[config.mk]
export PLATFORM = sky130hd
export DESIGN_NAME = mem_bus_ctrl
export DESIGN_NICKNAME = d
export VERILOG_FILES = /design/src/rtl/mem_bus_ctrl.sv
export SDC_FILE = /design/constraint.sdc
export NUM_CORES = 1
export LEC_CHECK = 0
export ABC_AREA = 1
export BUFFER_PORTS_ARGS = -buffer_cell sky130_fd_sc_hd__buf_2
export CORE_AREA = 2 2 149 151
export DETAILED_ROUTE_END_ITERATION = 8
export DIE_AREA = 0 0 151 153
export PLACE_DENSITY = 0.72
export SYNTH_ARGS = -nofsm -noshare
export SYNTH_HDL_FRONTEND = slang
export SYNTH_SLANG_ARGS = --single-unit
[constraint.sdc]
create_clock -name clk -period 1.65 [get_ports clk]
set_input_delay 0.165 -clock clk [delete_from_list [all_inputs] [get_ports clk]]
set_output_delay 0.165 -clock clk [all_outputs]
set_load 0.01 [all_outputs]
[src/rtl/mem_bus_ctrl.sv]
`default_nettype none
// ============================================================================
// Module  : mem_bus_ctrl
// Brief   : MEM stage of the MIPS pipe; runs single-outstanding ack-based data-bus
//           transactions for loads/stores and passes all other ops to MEM/WB.
// Revision: 1.0 - initial release
// ============================================================================
module mem_bus_ctrl #(
    parameter int unsigned TIMEOUT_CYCLES = 255
) (
    input  logic        clk,
    input  logic        rst_n,
    input  logic [31:0] wdata_i,
    input  logic [4:0]  wd_i,
    input  logic        wreg_i,
    input  logic        whilo_i,
    input  logic [31:0] hi_i,
    input  logic [31:0] lo_i,
    input  logic [7:0]  aluop_i,
    input  logic [31:0] mem_addr_i,
    input  logic [31:0] reg2_i,
    input  logic        stall_i,
    input  logic [31:0] bus_rdata_i,
    input  logic        bus_ack_i,
    output logic [31:0] wdata_o,
    output logic [4:0]  wd_o,
    output logic        wreg_o,
    output logic        whilo_o,
    output logic [31:0] hi_o,
    output logic [31:0] lo_o,
    output logic [31:0] bus_addr_o,
    output logic [31:0] bus_wdata_o,
    output logic [3:0]  bus_sel_o,
    output logic        bus_we_o,
    output logic        bus_cyc_o,
    output logic        stallreq_o,
    output logic        misalign_o,
    output logic        bus_err_o
);

    localparam logic [7:0] C_OP_LB  = 8'b1110_0000;
    localparam logic [7:0] C_OP_LH  = 8'b1110_0001;
    localparam logic [7:0] C_OP_LW  = 8'b1110_0011;
    localparam logic [7:0] C_OP_LBU = 8'b1110_0100;
    localparam logic [7:0] C_OP_LHU = 8'b1110_0101;
    localparam logic [7:0] C_OP_SB  = 8'b1110_1000;
    localparam logic [7:0] C_OP_SH  = 8'b1110_1001;
    localparam logic [7:0] C_OP_SW  = 8'b1110_1011;

    localparam int              C_CW         = (TIMEOUT_CYCLES < 2) ? 1 : $clog2(TIMEOUT_CYCLES + 1);
    localparam logic [C_CW-1:0] C_TIMEOUT    = C_CW'(TIMEOUT_CYCLES);
    localparam bit              C_TIMEOUT_EN = (TIMEOUT_CYCLES != 0);

    typedef enum logic [1:0] {
        S_IDLE = 2'd0,
        S_BUSY = 2'd1,
        S_DONE = 2'd2
    } state_t;

    state_t            r_state;
    logic [C_CW-1:0]   r_cnt;
    logic [31:0]       r_rbuf;
    logic              r_err;
    logic              r_bus_err;
    logic [31:0]       r_bus_addr;
    logic [31:0]       r_bus_wdata;
    logic [3:0]        r_bus_sel;
    logic              r_bus_we;
    logic              r_bus_cyc;

    logic              w_is_load;
    logic              w_is_store;
    logic              w_is_byte;
    logic              w_is_half;
    logic              w_sign;
    logic              w_is_mem;
    logic              w_misaligned;
    logic              w_go;
    logic [3:0]        w_sel;
    logic [31:0]       w_store_data;
    logic [7:0]        w_byte;
    logic [15:0]       w_half;
    logic [31:0]       w_load_data;
    logic [C_CW-1:0]   w_cnt_next;

    always_comb begin
        w_is_load  = 1'b0;
        w_is_store = 1'b0;
        w_is_byte  = 1'b0;
        w_is_half  = 1'b0;
        w_sign     = 1'b0;
        case (aluop_i)
            C_OP_LB:  begin w_is_load  = 1'b1; w_is_byte = 1'b1; w_sign = 1'b1; end
            C_OP_LBU: begin w_is_load  = 1'b1; w_is_byte = 1'b1; end
            C_OP_LH:  begin w_is_load  = 1'b1; w_is_half = 1'b1; w_sign = 1'b1; end
            C_OP_LHU: begin w_is_load  = 1'b1; w_is_half = 1'b1; end
            C_OP_LW:  begin w_is_load  = 1'b1; end
            C_OP_SB:  begin w_is_store = 1'b1; w_is_byte = 1'b1; end
            C_OP_SH:  begin w_is_store = 1'b1; w_is_half = 1'b1; end
            C_OP_SW:  begin w_is_store = 1'b1; end
            default:  ;
        endcase
    end

    assign w_is_mem     = w_is_load | w_is_store;
    assign w_misaligned = (w_is_half & mem_addr_i[0]) |
                          (~w_is_byte & ~w_is_half & (|mem_addr_i[1:0]));
    assign w_go         = w_is_mem & ~w_misaligned;
    assign w_cnt_next   = r_cnt + 1'b1;

    // Big-endian lanes: byte address 0 lives in bits [31:24]
    always_comb begin
        if (w_is_byte) begin
            w_sel        = 4'b1000 >> mem_addr_i[1:0];
            w_store_data = {4{reg2_i[7:0]}};
        end else if (w_is_half) begin
            w_sel        = mem_addr_i[1] ? 4'b0011 : 4'b1100;
            w_store_data = {2{reg2_i[15:0]}};
        end else begin
            w_sel        = 4'b1111;
            w_store_data = reg2_i;
        end
    end

    always_comb begin
        case (mem_addr_i[1:0])
            2'b00:   w_byte = r_rbuf[31:24];
            2'b01:   w_byte = r_rbuf[23:16];
            2'b10:   w_byte = r_rbuf[15:8];
            default: w_byte = r_rbuf[7:0];
        endcase
        w_half = mem_addr_i[1] ? r_rbuf[15:0] : r_rbuf[31:16];
        if (w_is_byte)
            w_load_data = {{24{w_sign & w_byte[7]}}, w_byte};
        else if (w_is_half)
            w_load_data = {{16{w_sign & w_half[15]}}, w_half};
        else
            w_load_data = r_rbuf;
    end

    always_ff @(posedge clk or negedge rst_n) begin
        if (!rst_n) begin
            r_state     <= S_IDLE;
            r_cnt       <= '0;
            r_rbuf      <= '0;
            r_err       <= 1'b0;
            r_bus_err   <= 1'b0;
            r_bus_addr  <= '0;
            r_bus_wdata <= '0;
            r_bus_sel   <= '0;
            r_bus_we    <= 1'b0;
            r_bus_cyc   <= 1'b0;
        end else begin
            r_bus_err <= 1'b0;
            case (r_state)
                S_IDLE: begin
                    if (w_go) begin
                        r_bus_addr  <= {mem_addr_i[31:2], 2'b00};
                        r_bus_wdata <= w_store_data;
                        r_bus_sel   <= w_sel;
                        r_bus_we    <= w_is_store;
                        r_bus_cyc   <= 1'b1;
                        r_cnt       <= '0;
                        r_state     <= S_BUSY;
                    end
                end
                S_BUSY: begin
                    if (bus_ack_i) begin
                        r_rbuf    <= bus_rdata_i;
                        r_bus_cyc <= 1'b0;
                        r_state   <= S_DONE;
                    end else if (C_TIMEOUT_EN && (w_cnt_next == C_TIMEOUT)) begin
                        r_rbuf    <= '0;
                        r_bus_cyc <= 1'b0;
                        r_bus_err <= 1'b1;
                        r_err     <= 1'b1;
                        r_state   <= S_DONE;
                    end else begin
                        r_cnt <= w_cnt_next;
                    end
                end
                S_DONE: begin
                    if (!stall_i) begin
                        r_err   <= 1'b0;
                        r_state <= S_IDLE;
                    end
                end
                default: r_state <= S_IDLE;
            endcase
        end
    end

    // Pipeline-facing outputs are forced to zero while reset is held
    always_comb begin
        wdata_o    = wdata_i;
        wd_o       = wd_i;
        wreg_o     = wreg_i;
        whilo_o    = whilo_i;
        hi_o       = hi_i;
        lo_o       = lo_i;
        stallreq_o = 1'b0;
        misalign_o = 1'b0;
        if (w_is_mem) begin
            wreg_o = 1'b0;
            case (r_state)
                S_IDLE: begin
                    if (w_misaligned)
                        misalign_o = 1'b1;
                    else
                        stallreq_o = 1'b1;
                end
                S_BUSY: stallreq_o = 1'b1;
                S_DONE: begin
                    if (w_is_load) begin
                        wdata_o = w_load_data;
                        wreg_o  = wreg_i & ~r_err;
                    end
                end
                default: ;
            endcase
        end
        if (!rst_n) begin
            wdata_o    = '0;
            wd_o       = '0;
            wreg_o     = 1'b0;
            whilo_o    = 1'b0;
            hi_o       = '0;
            lo_o       = '0;
            stallreq_o = 1'b0;
            misalign_o = 1'b0;
        end
    end

    assign bus_addr_o  = r_bus_addr;
    assign bus_wdata_o = r_bus_wdata;
    assign bus_sel_o   = r_bus_sel;
    assign bus_we_o    = r_bus_we;
    assign bus_cyc_o   = r_bus_cyc;
    assign bus_err_o   = r_bus_err;

endmodule
`default_nettype wire

==> flow_summary.toml <==
[synth]
syn_inst = 1076
synth-seq-area-share_pct = 40.0
ys_types = 30
avgSynthCellArea_um2 = 6.50
ys_ff_latch = 112
ys_warn_count = 0
syn_area_um2 = 7000

[clock_network]
root_buffer = "clkbuf_16"
cts.sinks = 112
cts_buffers = 9
clock_path_buffers = 2
htree_levels = 3
clkLatencyLatePin_ns = 0.37
clk_pin_slew_ns = 0.08
cts_tree = "done"

[grt]
grt_usage_pct = 23.0
grt-ovfl-total = 0
grt_max_degree = 71
grt_pass1_wl_um = 42400
first_global_vias = 8153
antenna_found_initial = 2

[run_status]
violations = "negative setup slack"
status = "complete, but fails checks"

[setup_path]
rr_startpoint = "r_cnt[0]"
critPathRequiredTime_ns = 1.48
cp_max_fo = 25
crit_path_start = "r_state[0]"
critPathKind = "register to output pin"
start_kind = "register"
worstPathArrival_ns = 1.85
end_kind = "output pin"

[finish]
final_area_um2 = 11100
syn_to_final_growth_pct = 58.6
final_cell_mix = "nand2_1, buf_2, inv_1, dfrtp_1, o21ai_0"
fillers = 2036
final_core_util_pct = 51.7
layout_commonest_cell = "nand2_1"
final_cells = 1837
finalNetCount = 1763
drive_gt1_share_pct = 37.6

[sta]
finClkSkew_ns = 0.0121
hold_violations = 0
worstMarginPinSlew_ns = 0.535
maxSlewHeadroom_pct = 64.2
tns_ns = -15.88
finalCriticalPeriod_ns = 2.01
setup_viol = 76
fmax_mhz = 496
finalCritPeriodShare_pct = 122
final.setup.worst_slack_ns = -0.365
rsz0062_at_grt = "true"
slew_viol_final = 0

[pwr]
p_sw_share_pct = 35.4
p_switching_mw = 2.99
combPwrFrac_pct = 30.1
worst_ir_drop_vdd_mv = 0.599
sequentialPowerShare_pct = 42.9
clkPwrFrac_pct = 27.0
power_density_nw_per_um2 = 759
p_leak_nw = 6.83
power.internal_mw = 5.45

[floorplanning]
die_w_um = 151
core-area_um2 = 21500
rows = 54
io_pins = 387
dieArea_um2 = 23100
initial_utilization_pct = 32.6
die_h_um = 153

[route]
vias_per_cell = 4.75
drc = 0
drt.antenna.violating_nets = 0
first_iter_violations = 669
wire_per_inst_um = 15.1
vias = 8721
routed_wl_um = 27800
firstDrtPassIters = 5

[run]
drv_cap = 0

[placement]
gp_congestion = 0.905
placedInstanceArea_um2 = 9610
hpwl_um = 20100
port_buffers = 384
dp_cells = 1745
dpl_worst_slack_ns = -0.125

[hold_path]
hold_path_startpoint = "mem_addr_i[24]"
hp-class = "primary input to register"
==> logic make-up (layout without fill, tap and decap cells) <==
group                      Yosys count  count (layout)  share of synthesized area (%)
and+or+nand+nor                    624             626                           37.6
buffers and inverters              207             683                           12.4
AOI/OAI and AO/OA                  130             130                           9.47
DFF                                112             112                           40.0
adders and majority gates            2               2                          0.357
other                                1               4                         0.0536
==> synth_stat cells <==
library cell    n  area, um2
nand2_2         4       25.0
buf_2          17       85.1
clkinv_1        3       11.3
nor2_2          5       31.3
nor3_1          3       15.0
nand3_2         1       10.0
dfrtp_1       112       2800
nand3_4         1       17.5
nor2_1         30        113
nand2_4         2       22.5
clkbuf_1       26       97.6
nand4_4         1       21.3
ha_1            2       25.0
a21oi_2         1       8.76
nand4_1        34        213
o21ai_1        21        105
buf_6           4       45.0
conb_1          1       3.75
nor2_4          2       22.5
buf_4          11       82.6
o21ai_0        60        300
inv_1         139        522
inv_2           7       26.3
nand4_2         2       25.0
o22ai_1         3       18.8
nand3_1        64        320
nand2_1       474       1780
a21oi_1        43        215
o21bai_1        2       15.0
nor2_8          1       20.0
==> power by group through the flow <==
stage	Combinational [mW]	Clock [mW]	Sequential, mW
2_1_floorplan	1.02	0	3.68
3_3_place_gp	2.28	0	3.60
3_5_place_dp	2.32	0	3.61
4_1_cts	2.48	2.33	3.59
5_1_grt	2.83	2.43	3.67
6_report	2.54	2.28	3.61
==> cell type report <==
| cell class | count | area (um2) | share of cell area, % |
|---|---|---|---|
| sequential | 112 | 2800 | 25.2 |
| multi-input combinational | 760 | 3740 | 33.6 |
| clock buffer | 9 | 225 | 2.03 |
| timing repair buffer | 518 | 3330 | 30.0 |
| inverter | 149 | 569 | 5.13 |
| clock inverter | 7 | 86.3 | 0.778 |
| antenna | 2 | 5.00 | 0.0451 |
| tap | 280 | 350 | 3.16 |
==> flip-flops by register name, indices dropped and copies added (netlist names), 2 cells and up <==
| signal | flops |
|---|---|
| r_cnt | 8 |
| bus_wdata_o | 32 |
| r_state | 2 |
| bus_addr_o | 30 |
| r_rbuf | 32 |
| bus_sel_o | 4 |
==> per-layer routing <==
layer  routed length, um  track usage (%)  up-vias
li1                    -                -     4282
met1               11500             29.8     3975
met2               13500             38.3      407
met3                2030             4.27       57
met4                 687             7.88        0
met5                   0                0        -
==> through the flow <==
stage	hold slack [ns]	power, mW
5_1_grt	0.0183	8.92
6_report	0.00674	8.43
3_3_place_gp	0.0173	5.88
4_1_cts	0.00264	8.39
3_5_place_dp	0.0188	5.93
2_1_floorplan	-0.131	4.70
==> final timing paths <==
check,end,slack (ns),cells after the start
max in group asynchronous,r_cnt[6],0.53,3
min reg2reg,bus_addr_o[30],0.48,2
max,wdata_o[20],-0.36,7
max reg2reg,r_rbuf[23],-0.20,13
min in group asynchronous,r_cnt[7],0.05,3
min,bus_addr_o[24],0.007,3
==> critical path, cell delays in order (launching register included) <==
cell     delay (ns)
dfrtp_1        0.39
nor2_2         0.16
nand4_2        0.17
nor2_4         0.14
buf_12         0.17
nand4_1        0.12
a21oi_2        0.17
buf_2          0.15
==> repair_timing <==
| item | in CTS | in global routing |
|---|---|---|
| gates cloned | 5 | 0 |
| hold endpoints to repair | 114 | 0 |
| endpoints found under the setup margin | 76 | 80 |
| pin swaps | 18 | 35 |
| hold buffers | 52 | 0 |
| setup buffers | 10 | 12 |
| resized for setup | 56 | 57 |
Note: power is estimated with default switching activity, not from simulation.
